===== src/rtl/cheat_pkg.sv =====
// Shared definitions for the cheat-code player and detector.
// Holds the key/event types and the 22-entry code ROM so both ends agree
// on the sequence: START, A, B, RIGHT, LEFT, RIGHT, LEFT, DOWN, DOWN, UP, UP,
// each key appearing as a press event followed by its release event.
package cheat_pkg;

  localparam int unsigned CODE_LEN  = 22;
  localparam int unsigned STEP_W    = 5;
  localparam int unsigned NUM_LINES = 14;

  typedef enum logic [2:0] {
    UP    = 3'd0,
    DOWN  = 3'd1,
    LEFT  = 3'd2,
    RIGHT = 3'd3,
    A     = 3'd4,
    B     = 3'd5,
    START = 3'd6
  } key_e;

  // One event on the interface: which key, and whether it is the release.
  typedef struct packed {
    key_e key;
    logic is_release;
  } evt_t;

  typedef enum logic [1:0] {
    ST_IDLE = 2'd0,
    ST_EMIT = 2'd1,
    ST_GAP  = 2'd2,
    ST_DONE = 2'd3
  } state_e;

  localparam evt_t CODE_ROM [CODE_LEN] = '{
    '{START, 1'b0}, '{START, 1'b1},
    '{A,     1'b0}, '{A,     1'b1},
    '{B,     1'b0}, '{B,     1'b1},
    '{RIGHT, 1'b0}, '{RIGHT, 1'b1},
    '{LEFT,  1'b0}, '{LEFT,  1'b1},
    '{RIGHT, 1'b0}, '{RIGHT, 1'b1},
    '{LEFT,  1'b0}, '{LEFT,  1'b1},
    '{DOWN,  1'b0}, '{DOWN,  1'b1},
    '{DOWN,  1'b0}, '{DOWN,  1'b1},
    '{UP,    1'b0}, '{UP,    1'b1},
    '{UP,    1'b0}, '{UP,    1'b1}
  };

endpackage


===== src/rtl/cheat_evt_decode.sv =====
// Combinational event decoder: one evt_t plus a valid flag -> 14 event lines.
// Line index is {key, is_release}, so bit 2k is the press of key k and bit
// 2k+1 its release (UP=0/1, DOWN=2/3, LEFT=4/5, RIGHT=6/7, A=8/9, B=10/11,
// START=12/13). At most one line is ever high.
// Ports:
//   i_evt       in  evt_t  event to decode
//   i_valid     in  1      drive the line for i_evt; all zero when low
//   o_lines_c   out 14     decoded event lines (unregistered)
module cheat_evt_decode
  import cheat_pkg::*;
(
  input  evt_t                   i_evt,
  input  logic                   i_valid,
  output logic [NUM_LINES-1:0]   o_lines_c
);

  always_comb begin
    o_lines_c = '0;
    if (i_valid) begin
      o_lines_c[4'({i_evt.key, i_evt.is_release})] = 1'b1;
    end
  end

endmodule


===== src/rtl/cheat_code_player.sv =====
// Transmit side of the cheat-code event interface. On go_i the full code is
// played from CODE_ROM as single-cycle press/release pulses, separated by
// GAP_CYCLES idle cycles. All outputs are registered from next-state values.
// Optional feature: define CHEAT_PLAYER_ABORT_EN to add abort_i, which
// cancels a playback in progress (returns to IDLE without done_o).
// Ports:
//   clk_i, reset_i (async, active high)
//   go_i       start request, sampled only in IDLE
//   abort_i    cancel playback (CHEAT_PLAYER_ABORT_EN builds only)
//   *_o / un*_o  press/release pulses for UP, DOWN, LEFT, RIGHT, A, B, START
//   busy_o     high while playback is in EMIT/GAP
//   done_o     one-cycle pulse after the final release
//   step_o     index of event emitted or awaited, 0 when not playing
module cheat_code_player
  import cheat_pkg::*;
#(
  parameter int unsigned GAP_CYCLES = 1
) (
  input  logic              clk_i,
  input  logic              reset_i,
  input  logic              go_i,
`ifdef CHEAT_PLAYER_ABORT_EN
  input  logic              abort_i,
`endif
  output logic              up_o,
  output logic              unup_o,
  output logic              down_o,
  output logic              undown_o,
  output logic              left_o,
  output logic              unleft_o,
  output logic              right_o,
  output logic              unright_o,
  output logic              a_o,
  output logic              una_o,
  output logic              b_o,
  output logic              unb_o,
  output logic              start_o,
  output logic              unstart_o,
  output logic              busy_o,
  output logic              done_o,
  output logic [STEP_W-1:0] step_o
);

  localparam int unsigned GAP_W = (GAP_CYCLES == 0) ? 1 : $clog2(GAP_CYCLES + 1);
  localparam logic [STEP_W-1:0] LAST_STEP = STEP_W'(CODE_LEN - 1);

  state_e                 r_state;
  state_e                 w_state_nxt;
  logic [STEP_W-1:0]      r_step;
  logic [STEP_W-1:0]      w_step_nxt;
  logic [GAP_W-1:0]       r_gap;
  logic [GAP_W-1:0]       w_gap_nxt;
  logic                   w_abort;
  logic [NUM_LINES-1:0]   w_lines_c;
  logic [NUM_LINES-1:0]   r_lines;
  logic                   r_busy;
  logic                   r_done;

`ifdef CHEAT_PLAYER_ABORT_EN
  assign w_abort = abort_i;
`else
  assign w_abort = 1'b0;
`endif

  // State, step and gap-counter registers.
  always_ff @(posedge clk_i or posedge reset_i) begin
    if (reset_i) begin
      r_state <= ST_IDLE;
      r_step  <= '0;
      r_gap   <= '0;
    end else begin
      r_state <= w_state_nxt;
      r_step  <= w_step_nxt;
      r_gap   <= w_gap_nxt;
    end
  end

  // Next-state logic. Abort takes priority over completing the last event.
  always_comb begin
    w_state_nxt = r_state;
    w_step_nxt  = r_step;
    w_gap_nxt   = r_gap;
    case (r_state)
      ST_IDLE: begin
        if (go_i && !w_abort) begin
          w_state_nxt = ST_EMIT;
          w_step_nxt  = '0;
        end
      end
      ST_EMIT: begin
        if (w_abort) begin
          w_state_nxt = ST_IDLE;
        end else if (r_step == LAST_STEP) begin
          w_state_nxt = ST_DONE;
        end else if (GAP_CYCLES != 0) begin
          w_state_nxt = ST_GAP;
          w_gap_nxt   = GAP_W'(GAP_CYCLES - 1);
        end else begin
          w_step_nxt  = r_step + STEP_W'(1);
        end
      end
      ST_GAP: begin
        if (w_abort) begin
          w_state_nxt = ST_IDLE;
        end else if (r_gap == '0) begin
          w_state_nxt = ST_EMIT;
          w_step_nxt  = r_step + STEP_W'(1);
        end else begin
          w_gap_nxt   = r_gap - GAP_W'(1);
        end
      end
      ST_DONE: begin
        w_state_nxt = ST_IDLE;
      end
      default: begin
        w_state_nxt = ST_IDLE;
      end
    endcase
    // step_o reads 0 whenever no playback is in progress.
    if (w_state_nxt == ST_IDLE || w_state_nxt == ST_DONE) begin
      w_step_nxt = '0;
    end
  end

  // Decode the event for the upcoming cycle so the lines can be registered.
  cheat_evt_decode u_decode (
    .i_evt     (CODE_ROM[w_step_nxt]),
    .i_valid   (w_state_nxt == ST_EMIT),
    .o_lines_c (w_lines_c)
  );

  // Output registers.
  always_ff @(posedge clk_i or posedge reset_i) begin
    if (reset_i) begin
      r_lines <= '0;
      r_busy  <= 1'b0;
      r_done  <= 1'b0;
    end else begin
      r_lines <= w_lines_c;
      r_busy  <= (w_state_nxt == ST_EMIT) || (w_state_nxt == ST_GAP);
      r_done  <= (w_state_nxt == ST_DONE);
    end
  end

  assign up_o      = r_lines[0];
  assign unup_o    = r_lines[1];
  assign down_o    = r_lines[2];
  assign undown_o  = r_lines[3];
  assign left_o    = r_lines[4];
  assign unleft_o  = r_lines[5];
  assign right_o   = r_lines[6];
  assign unright_o = r_lines[7];
  assign a_o       = r_lines[8];
  assign una_o     = r_lines[9];
  assign b_o       = r_lines[10];
  assign unb_o     = r_lines[11];
  assign start_o   = r_lines[12];
  assign unstart_o = r_lines[13];
  assign busy_o    = r_busy;
  assign done_o    = r_done;
  assign step_o    = r_step;

endmodule


===== config.mk =====
export PLATFORM = sky130hd
export DESIGN_NAME = cheat_code_player
export DESIGN_NICKNAME = d
export VERILOG_FILES = /design/src/rtl/cheat_pkg.sv /design/src/rtl/cheat_evt_decode.sv /design/src/rtl/cheat_code_player.sv
export SDC_FILE = /design/constraint.sdc
export NUM_CORES = 1
export LEC_CHECK = 0
export BUFFER_PORTS_ARGS = -buffer_cell sky130_fd_sc_hd__buf_2
export CORE_MARGIN = 5
export CORE_UTILIZATION = 40
export CTS_CLUSTER_DIAMETER = 50
export DETAILED_ROUTE_END_ITERATION = 12
export GPL_TIMING_DRIVEN = 0
export RECOVER_POWER = 50
export SETUP_SLACK_MARGIN = 0.4
export SKIP_LAST_GASP = 1
export SLEW_MARGIN = 40
export SYNTH_ARGS = -nofsm -noshare
export SYNTH_HDL_FRONTEND = slang
export SYNTH_SLANG_ARGS = --single-unit

===== constraint.sdc =====
create_clock -name clk_i -period 6.35 [get_ports clk_i]
set_input_delay 0.9525 -clock clk_i [delete_from_list [all_inputs] [get_ports clk_i]]
set_output_delay 0.9525 -clock clk_i [all_outputs]
set_load 0.05 [all_outputs]

**Word level (Yosys, flattened, before mapping)**

Memories as Yosys holds them, arrays and structs flattened.
Cells that the tools add are included.
Widths: inputs -> output; s select.

- Flip-flop bits (word level): 24
- Memory bits (read-only): 128
- Bits of input ports: 3
- Output and inout bits: 21
- Logic and storage cells: 44
- Memories kept: 1

Memories:

| name | words | width | rd ports | clocked after memory_dff | wr ports | RTL line | text |
|---|---|---|---|---|---|---|---|
| (no name shown) | 32 | 4 | 1 | 0 | 0 | cheat_code_player.sv:127 | `.i_evt (CODE_ROM[w_step_nxt]),` |

- Add/sub/neg operators: 2
- Order comparisons: 3
- Eq/ne operators: 8
- Muxes and demuxes: 16
- Bitwise operators: 1
- Reduce and logical (&&, ||, !) cells: 7

Operators by type and width:

| kind | count |
|---|---|
| $mux 5 | 3 |
| $mux 14 | 1 |
| $pmux 5 s2 | 1 |
| $eq 2x2->1 const B | 4 |
| $mux 4 | 2 |
| $pmux 2 s4 | 1 |
| $ge 6x6->1 const B | 1 |
| $not 5->6 | 1 |
| $add 5x1->5 const B | 1 |
| $eq 5x5->1 const B | 1 |
| $lt 4x5->1 const B | 1 |
| $demux 1 s4 | 1 |
| $eq 2x1->1 const B | 2 |
| $ge 4x1->1 const B | 1 |
| $logic_not 2->1 | 2 |
| $mux 1 | 4 |
| $mux 2 | 2 |
| $logic_or 1x1->1 | 2 |
| $ne 2x2->1 const B | 1 |
| $pmux 1 s2 | 1 |
| $reduce_and 2->1 | 1 |
| $reduce_bool 2->1 | 1 |
| $logic_and 1x1->1 | 1 |
| $sub 1x1->1 const B | 1 |

**Depth between registers and ports, before layout**

Gate-level depths: netlist of the first run.

- Word-level depth: 15
- Gate-level depth with buffers: 12
- Mapped depth without buffers: 12

**Hierarchy**

Synthesis of the first run repeated with hierarchy kept, for this count alone.

- Cell total of the unflattened synthesis: 89
- Area, all modules: 1014.7 um^2

Modules (own cells, without submodules):

| module | times used | cells each | area each (um^2) | sequential area each (um^2) |
|---|---|---|---|---|
| cheat_code_player | 1 | 68 | 907.1 | 575.6 |
| cheat_evt_decode | 1 | 21 | 107.6 | 0.0 |

**Worst setup path before layout of the first run**

Ideal clock, no wire load.

- Path type: in2reg
- From: in go_i
- To: reg r_lines[0]
- Library setup time: 143 ps
- Arrival time: 2858 ps
- Data required time: 6207 ps
- Setup slack: 3349 ps
- Stages: 10
- Buffers on the path: 0
- Cell sequence: nor3_1 a21oi_1 ha_1 inv_1 a21oi_1 inv_1 ha_1 o21a_1 o21ai_0 nor3_1

- Cells in the longest elaborated chain, start to end: 14
- Elaborated cells on any way between the ends: 19
- Classes of those cells: 2 x order compare; 2 x eq/ne; 10 x mux; 1 x bitwise; 3 x reduce/logical; 1 x memory

RTL lines:

| item | RTL line | text |
|---|---|---|
| from (decl) | cheat_code_player.sv:21 | `input logic go_i,` |
| $mux 2 * | cheat_code_player.sv:85 | `if (go_i && !w_abort) begin` |
| $pmux 2 s4 * | cheat_code_player.sv:83 | `case (r_state)` |
| named net w_state_nxt[0] | cheat_code_player.sv:48 | `state_e w_state_nxt;` |
| $eq 2x2->1 / $logic_not 2->1 (equally long branches) | cheat_code_player.sv:120 | `if (w_state_nxt == ST_IDLE \|\| w_state_nxt == ST_DONE) begin` |
| $logic_or 1x1->1 * | cheat_code_player.sv:120 |  |
| $mux 5 * | cheat_code_player.sv:120 |  |
| named net w_step_nxt[2] | cheat_code_player.sv:50 | `logic [STEP_W-1:0] w_step_nxt;` |
| $not 5->6 (not written as such) * | cheat_code_player.sv:127 |  |
| $mem_v2 32x4 * | n/a |  |
| $mux 4 (not written as such) * (2 in a row) | cheat_code_player.sv:127 |  |
| $lt 4x5->1 (not written as such) / $ge 4x1->1 (equally long branches) | cheat_evt_decode.sv:20 | `o_lines_c[4'({i_evt.key, i_evt.is_release})] = 1'b1;` |
| $logic_and 1x1->1 (not written as such) | cheat_evt_decode.sv:20 |  |
| $mux 1 (not written as such) | cheat_evt_decode.sv:20 |  |
| $demux 1 s4 * | n/a |  |
| $mux 14 * | cheat_evt_decode.sv:19 | `if (i_valid) begin` |
| named net u_decode.o_lines_c[0] | cheat_evt_decode.sv:14 | `output logic [NUM_LINES-1:0] o_lines_c` |
| to (signal assigned) | cheat_code_player.sv:139 | `r_lines <= w_lines_c;` |
| to (decl) | cheat_code_player.sv:55 | `logic [NUM_LINES-1:0] r_lines;` |

The timed path passes the listed nets; every way through them passes the cells marked *. The select of a mux whose other input is x is not followed.
A chain may end at the register's enable or synchronous reset.

**Final worst setup path of the first run**

- From: in go_i
- To: reg r_lines[2]

The elaborated chain is that of the path after synthesis.

==> results of run 1 <==
-- metal layers --
metal / vias to the layer above / share of wire / GRT usage
met5: - / 0 / 0
met4: 0 / 0.022 / 0.0636
met3: 5 / 0.056 / 0.0252
met2: 18 / 0.48 / 0.202
met1: 370 / 0.44 / 0.173
li1: 372 / - / -
-- worst max path at each step --
stage,startpoint,endpoint,slack (ns),depth (start not counted)
after floorplan,go_i,r_lines[0],3.35,10
after global placement,go_i,r_lines[0],2.92,11
after detailed placement,go_i,r_lines[0],2.82,11
after CTS,go_i,r_lines[0],3.16,11
after global routing,r_state[1],r_lines[0],2.85,11
final,go_i,r_lines[2],3.13,11
-- final cells by class --
class	instances	area share
tap	30	0.0304
sequential	23	0.467
inverter	8	0.0243
multi-input combinational	61	0.364
buffer	1	0.00406
clock buffer	3	0.0183
clock inverter	1	0.00406
timing repair buffer	23	0.0882
-- metrics by stage --
stage | cells | setup slack, ns
floorplan | 93 | 3.35
global route | 150 | 2.85
CTS | 150 | 3.16
finish | 150 | 3.13
detailed placement | 146 | 2.82
global placement | 146 | 2.92
-- state kept, by name, indices dropped and copies added, names as in the netlist --
signal   cells
busy_o       1
r_lines     14
step_o       5
r_state      2
done_o       1
-- power by group --
group | internal [mW] | switching [mW]
sequential | 0.167 | 0.0227
clock | 0.0236 | 0.0453
combinational | 0.0507 | 0.133
total | 0.241 | 0.201
-- synth_stat cells --
cell type and n:
o31ai_2 1, a21o_1 1, nor3b_1 2, buf_2 1
or3_1 1, and2b_1 1, nand2b_1 1, or3_4 1
nor2b_1 3, nor4_1 2, a21oi_1 2, ha_1 6
a22oi_1 1, a32oi_1 1, o21ai_1 2, dfrtp_1 23
and2_1 1, or2_2 1, o21ai_0 2, nand2_1 5
a21boi_4 1, a211oi_1 1, o21a_1 1, clkinv_1 1
xnor2_1 1, nor2_1 3, o21bai_1 1, inv_1 7
nor3_1 13, mux2i_1 1, a21oi_4 2, nand3b_4 1
nand3_1 2
-- cell families after synthesis --
logic type               after synthesis  synth area share
AO/OA/AOI/OAI                         16             0.132
buffers and inverters                  9            0.0331
multiplexers                           1           0.00945
AND/OR/NAND/NOR                       37             0.203
XOR/XNOR                               1           0.00827
flip-flops                            23             0.543
adder cells (fa/ha/maj)                6            0.0708
-- worst max-delay path, cell delays in order --
cell and delay, ns:
buf_2 0.12, nor3_1 0.18, a21oi_1 0.10, ha_1 0.35, inv_1 0.08, a21oi_1 0.42
inv_1 0.14, ha_1 0.38, o21a_1 0.21, o21ai_0 0.37, nor3_1 0.12
==> out/results.tsv, run 1 <==
stage	metric	value	unit
outcome	outcome	finished clean	
drt	vias	765	
worst_setup_path	startpoint_type	primary input	
worst_hold_path	whs_path_depth	2	
worst_hold_path	hold_path_end	step_o[4]	
timing	slew_violations	0	
yosys	ys_seq_elements	23	
grt	grt_max_degree	24	
power_and_ir_drop	p_total	0.442	mW
power_and_ir_drop	power_density	358	nW/um^2
clock_tree	cts_tree	yes	
yosys	syn-instance-count	93	
clock_tree	cts_buffers	3	
finish	layout.nets	130	
worst_setup_path	end_kind	flip-flop	
clock_tree	clk_latency	0.32	ns
yosys	synth_cell_types	33	
worst_setup_path	r2r-start	r_state[1]	
yosys	ys_top_cells_by_area	dfrtp_1 54%, ha_1 7.1%, nor3_1 6.1%, a21oi_4 3.1%, inv_1 2.5%	
clock_tree	clk_pin_slew	0.13	ns
finish	final_layout_size_suffix_gt1_frac	0.250	
finish	nFillCells	241	
yosys	ys_seq_area_frac	0.543	
grt	grt_pass1_wl	3.53	mm
grt	grt.overflow.total	0	
finish	layout_commonest_cell	dfrtp_1	
clock_tree	cts.path.max_buffers	2	
timing	rsz0062_at_grt	false	
worst_setup_path	arrival	3.42	ns
timing	finClkSkew	0.00576	ns
timing	fin_hold_ws	0.668	ns
floorplan	placementRows	18	
power_and_ir_drop	peakVddDrop	0.184	mV
drt	wl_per_cell	14.3	um
clock_tree	cts.sinks	23	
drt	dr.pass1.iters	4	
finish	final_util	0.493	
timing	period_minus_slack	3.22	ns
place	hpwl	1.59	mm
worst_setup_path	rr_worst_depth	11	
drt	postRouteAntennaNets	0	
timing	finalSetupViolations	0	
finish	area.sequential	576	sq um
place	dpl-instance-area	1210	sq um
worst_setup_path	crit_fanout	5	
grt	antenna_found_initial	0	
clock_tree	htree_levels	1	
yosys	synth_area	1060	sq um
floorplan	start_util	0.424	
timing	tightest_slew	0.837	ns
clock_tree	cts_hold_buf	0	
finish	area_delta_synth_final	16.4	%
worst_setup_path	r2r_setup_slack	3.13	ns
finish	design_area	1230	sq um
timing	slew_headroom	0.441	
drt	drt-total-wl	2.14	mm
floorplan	coreArea	2500	sq um
floorplan	fp.dieH	61.5	um
finish	n_antenna_cell	0	
timing	hold_violations	0	
yosys	yosysTopAreaCellShare	0.543	
worst_setup_path	reg2reg_to	r_lines[2]	
timing	fin_tns_setup	0	ns
place	port_buffers	23	
yosys	syn-mean-instance-area	11.4	sq um
power_and_ir_drop	p_leak	0.641	nW
grt	groute.usage.overall	0.130	
clock_tree	post_cts_resized	0	
timing	fin_crit_sh	0.508	
worst_hold_path	hold_path_class	reg -> reg	
grt	grt_pass1_vias	769	
finish	multi_input_area	449	sq um
timing	fmax	0.310	GHz
worst_hold_path	hp-start	step_o[4]	
worst_setup_path	required	6.55	ns
drt	drcViolationCount	0	
clock_tree	cts_setup_buffers	0	
run	maxCapViolCount	0	
finish	final_cell_mix	23 x dfrtp_1, 19 x buf_2, 13 x nor3_1, 7 x inv_1, 6 x ha_1	
yosys	synth.net_count	102	
drt	vias_per_cell	5.10	
worst_setup_path	crit_type	in -> reg	
place	place_congestion	0.751	
drt	drtIter0Drc	19	
yosys	synth_warnings	0	
clock_tree	clockRootBuffer	clkbuf_4	
yosys	synth_area_leader_cell	dfrtp_1	
floorplan	die_x	61.5	um
floorplan	dieArea	3780	sq um
floorplan	boundaryPins	24	
(Power assumes the default switching activity.)
==> run 2, diff against run 1 <==
==> constraint.sdc (replaced) <==
create_clock -name clk_i -period 3.3 [get_ports clk_i]
set_input_delay 0.495 -clock clk_i [delete_from_list [all_inputs] [get_ports clk_i]]
set_output_delay 0.495 -clock clk_i [all_outputs]
set_load 0.05 [all_outputs]
==> out/results.tsv, run 2 (synthesis results as in run 1) <==
stage	metric	value	unit	change
worst_setup_path	end_kind	flip-flop		unchanged
finish	area.sequential	577	sq um	was 576 sq um
drt	dr_wl_met2	1.08	mm	was 1.03 mm
floorplan	coreArea	2500	sq um	unchanged
floorplan	placementRows	18		unchanged
clock_tree	cts_setup_buffers	0		unchanged
clock_tree	clk_pin_slew	0.12	ns	was 0.13 ns
timing	period_minus_slack	2.84	ns	
run	maxCapViolCount	0		unchanged
drt	vias	792		was 765
timing	fin_tns_setup	0	ns	unchanged
finish	nFillCells	232		was 241
worst_setup_path	cp_top_family	compound AO/OA/AOI/OAI gates		unchanged
worst_setup_path	crit_cells	11		unchanged
finish	largest_reg_flops	14		unchanged
timing	rsz0062_at_grt	true		was false
worst_hold_path	hold_path_class	in -> async		was reg -> reg
worst_setup_path	startpoint_type	flip-flop		was primary input
worst_setup_path	critPathBufInv	2		was 3
grt	antenna_found_initial	0		unchanged
timing	finClkSkew	0.00258	ns	was 0.00576 ns
drt	wl_per_cell	14.7	um	was 14.3 um
floorplan	boundaryPins	24		unchanged
clock_tree	cts_tree	yes		unchanged
drt	drt-total-wl	2.20	mm	was 2.14 mm
worst_setup_path	arrival	3.01	ns	was 3.42 ns
place	hpwl	1.61	mm	was 1.59 mm
timing	tightest_slew	0.854	ns	was 0.837 ns
outcome	outcome	finished clean		unchanged
clock_tree	cts_buffers	3		unchanged
timing	fmax	0.352	GHz	
worst_setup_path	crit_fanout	8		was 5
finish	multi_input_area	478	sq um	was 449 sq um
grt	grt_max_degree	24		unchanged
grt	groute.usage.overall	0.133		was 0.130
grt	grt_pass1_wl	3.67	mm	was 3.53 mm
drt	vias_per_cell	5.28		was 5.10
clock_tree	htree_levels	1		unchanged
finish	layout_commonest_cell	dfrtp_1		unchanged
timing	slew_headroom	0.430		was 0.441
worst_setup_path	path_cells	nor3b_1 -> nand3_1 -> a21oi_1 -> ha_1 -> inv_1 -> a21oi_4 -> inv_1 -> ha_1 -> nor2_1 -> a32oi_1 -> nor3_1		was buf_2 -> nor3_1 -> a21oi_1 -> ha_1 -> inv_1 -> a21oi_1 -> inv_1 -> ha_1 -> o21a_1 -> o21ai_0 -> nor3_1
clock_tree	clockRootBuffer	clkbuf_4		unchanged
timing	fin_crit_sh	0.860		
worst_setup_path	cp_slowest_cell	dfrtp_1		was a21oi_1
floorplan	start_util	0.424		unchanged
finish	final_cell_mix	22 x dfrtp_1, 17 x buf_2, 13 x nor3_1, 8 x clkbuf_1, 7 x inv_1		was 23 x dfrtp_1, 19 x buf_2, 13 x nor3_1, 7 x inv_1, 6 x ha_1
finish	final_util	0.506		was 0.493
drt	dr.pass1.iters	2		was 4
finish	area_delta_synth_final	19.2	%	was 16.4%
place	port_buffers	23		unchanged
clock_tree	clk_latency	0.30	ns	was 0.32 ns
grt	grt_pass1_vias	759		was 769
worst_setup_path	cpPeakStageDelay	0.49	ns	was 0.42 ns
drt	topRoutingLayerUsed	met4		unchanged
finish	regMostFlops	r_lines		unchanged
finish	n_antenna_cell	0		unchanged
worst_setup_path	r2r-start	r_state[1]		unchanged
drt	met1_length	979	um	was 943 um
grt	grt.overflow.total	0		unchanged
floorplan	fp.dieH	61.5	um	unchanged
power_and_ir_drop	p_leak	0.627	nW	was 0.641 nW
timing	slew_violations	0		unchanged
floorplan	dieArea	3780	sq um	unchanged
clock_tree	cts.sinks	23		unchanged
drt	drtIter0Drc	15		was 19
worst_setup_path	critPathLaunch	r_state[1]		was go_i
worst_setup_path	required	3.47	ns	was 6.55 ns
finish	layout.nets	130		unchanged
worst_setup_path	crit_type	reg -> reg		was in -> reg
drt	met3WireLength	124	um	was 119 um
floorplan	die_x	61.5	um	unchanged
worst_setup_path	reg2reg_to	r_lines[4]		was r_lines[2]
worst_setup_path	crit_path_end	r_lines[4]		was r_lines[2]
power_and_ir_drop	power_density	698	nW/um^2	was 358 nW/um^2
finish	final_layout_size_suffix_gt1_frac	0.275		was 0.250
worst_setup_path	r2r_setup_slack	0.46	ns	was 3.13 ns
place	place_congestion	0.724		was 0.751
drt	postRouteAntennaNets	0		unchanged
timing	finalSetupViolations	0		unchanged
drt	drcViolationCount	0		unchanged
timing	hold_violations	0		unchanged
clock_tree	cts.path.max_buffers	2		unchanged
power_and_ir_drop	peakVddDrop	0.461	mV	was 0.184 mV
worst_setup_path	rr_worst_depth	11		unchanged
[run 2: metrics by stage]
stage	instances	setup WS, ns	hold slack, ns	total power, mW	cell area, sq um
2_1_floorplan	93	0.406	0.497	0.640	1060
3_3_place_gp	146	0.302	0.642	0.719	1210
3_5_place_dp	146	0.161	0.653	0.728	1210
4_1_cts	150	0.426	0.377	0.863	1240
5_1_grt	150	0.273	0.434	0.945	1260
6_report	150	0.461	0.341	0.882	1260
[run 2: worst min-delay path by stage]
stage               from     endpoint  slack (ns)  cells after the start
2_1_floorplan    reset_i       busy_o        0.50                      1
3_3_place_gp   step_o[4]    step_o[4]        0.64                      2
3_5_place_dp   step_o[4]    step_o[4]        0.65                      2
4_1_cts          reset_i   r_lines[6]        0.38                      2
5_1_grt          reset_i  r_lines[11]        0.43                      2
6_report         reset_i   r_lines[6]        0.34                      2
[run 2: layout make-up]
| cell class | instances | area share |
|---|---|---|
| flip-flops and latches | 23 | 0.456 |
| plain buffers | 1 | 0.00396 |
| well taps | 30 | 0.0297 |
| repair buffers | 23 | 0.0842 |
| multi-input cells | 61 | 0.378 |
| clock buffers | 4 | 0.0208 |
| inverters | 8 | 0.0267 |
[run 2: per-layer routing]
layer / vias to the layer above / global-route usage
met4: 0 / 0.0273
met2: 15 / 0.213
met1: 394 / 0.176
met3: 2 / 0.0440
met5: - / 0
li1: 381 / -
[run 2: what timing repair did]
action / 4_1_cts / 5_1_grt
hold buffers: 0 / 0
resized for setup: 2 / 6
endpoints found under the setup margin: 14 / 14
[run 2: power breakdown]
group          internal (mW)  switching [mW]  leakage [nW]  total, mW
clock network         0.0472          0.0781        0.0150      0.125
logic                  0.115           0.279         0.300      0.394
registers              0.321          0.0415         0.312      0.363
total                  0.484           0.398         0.627      0.882
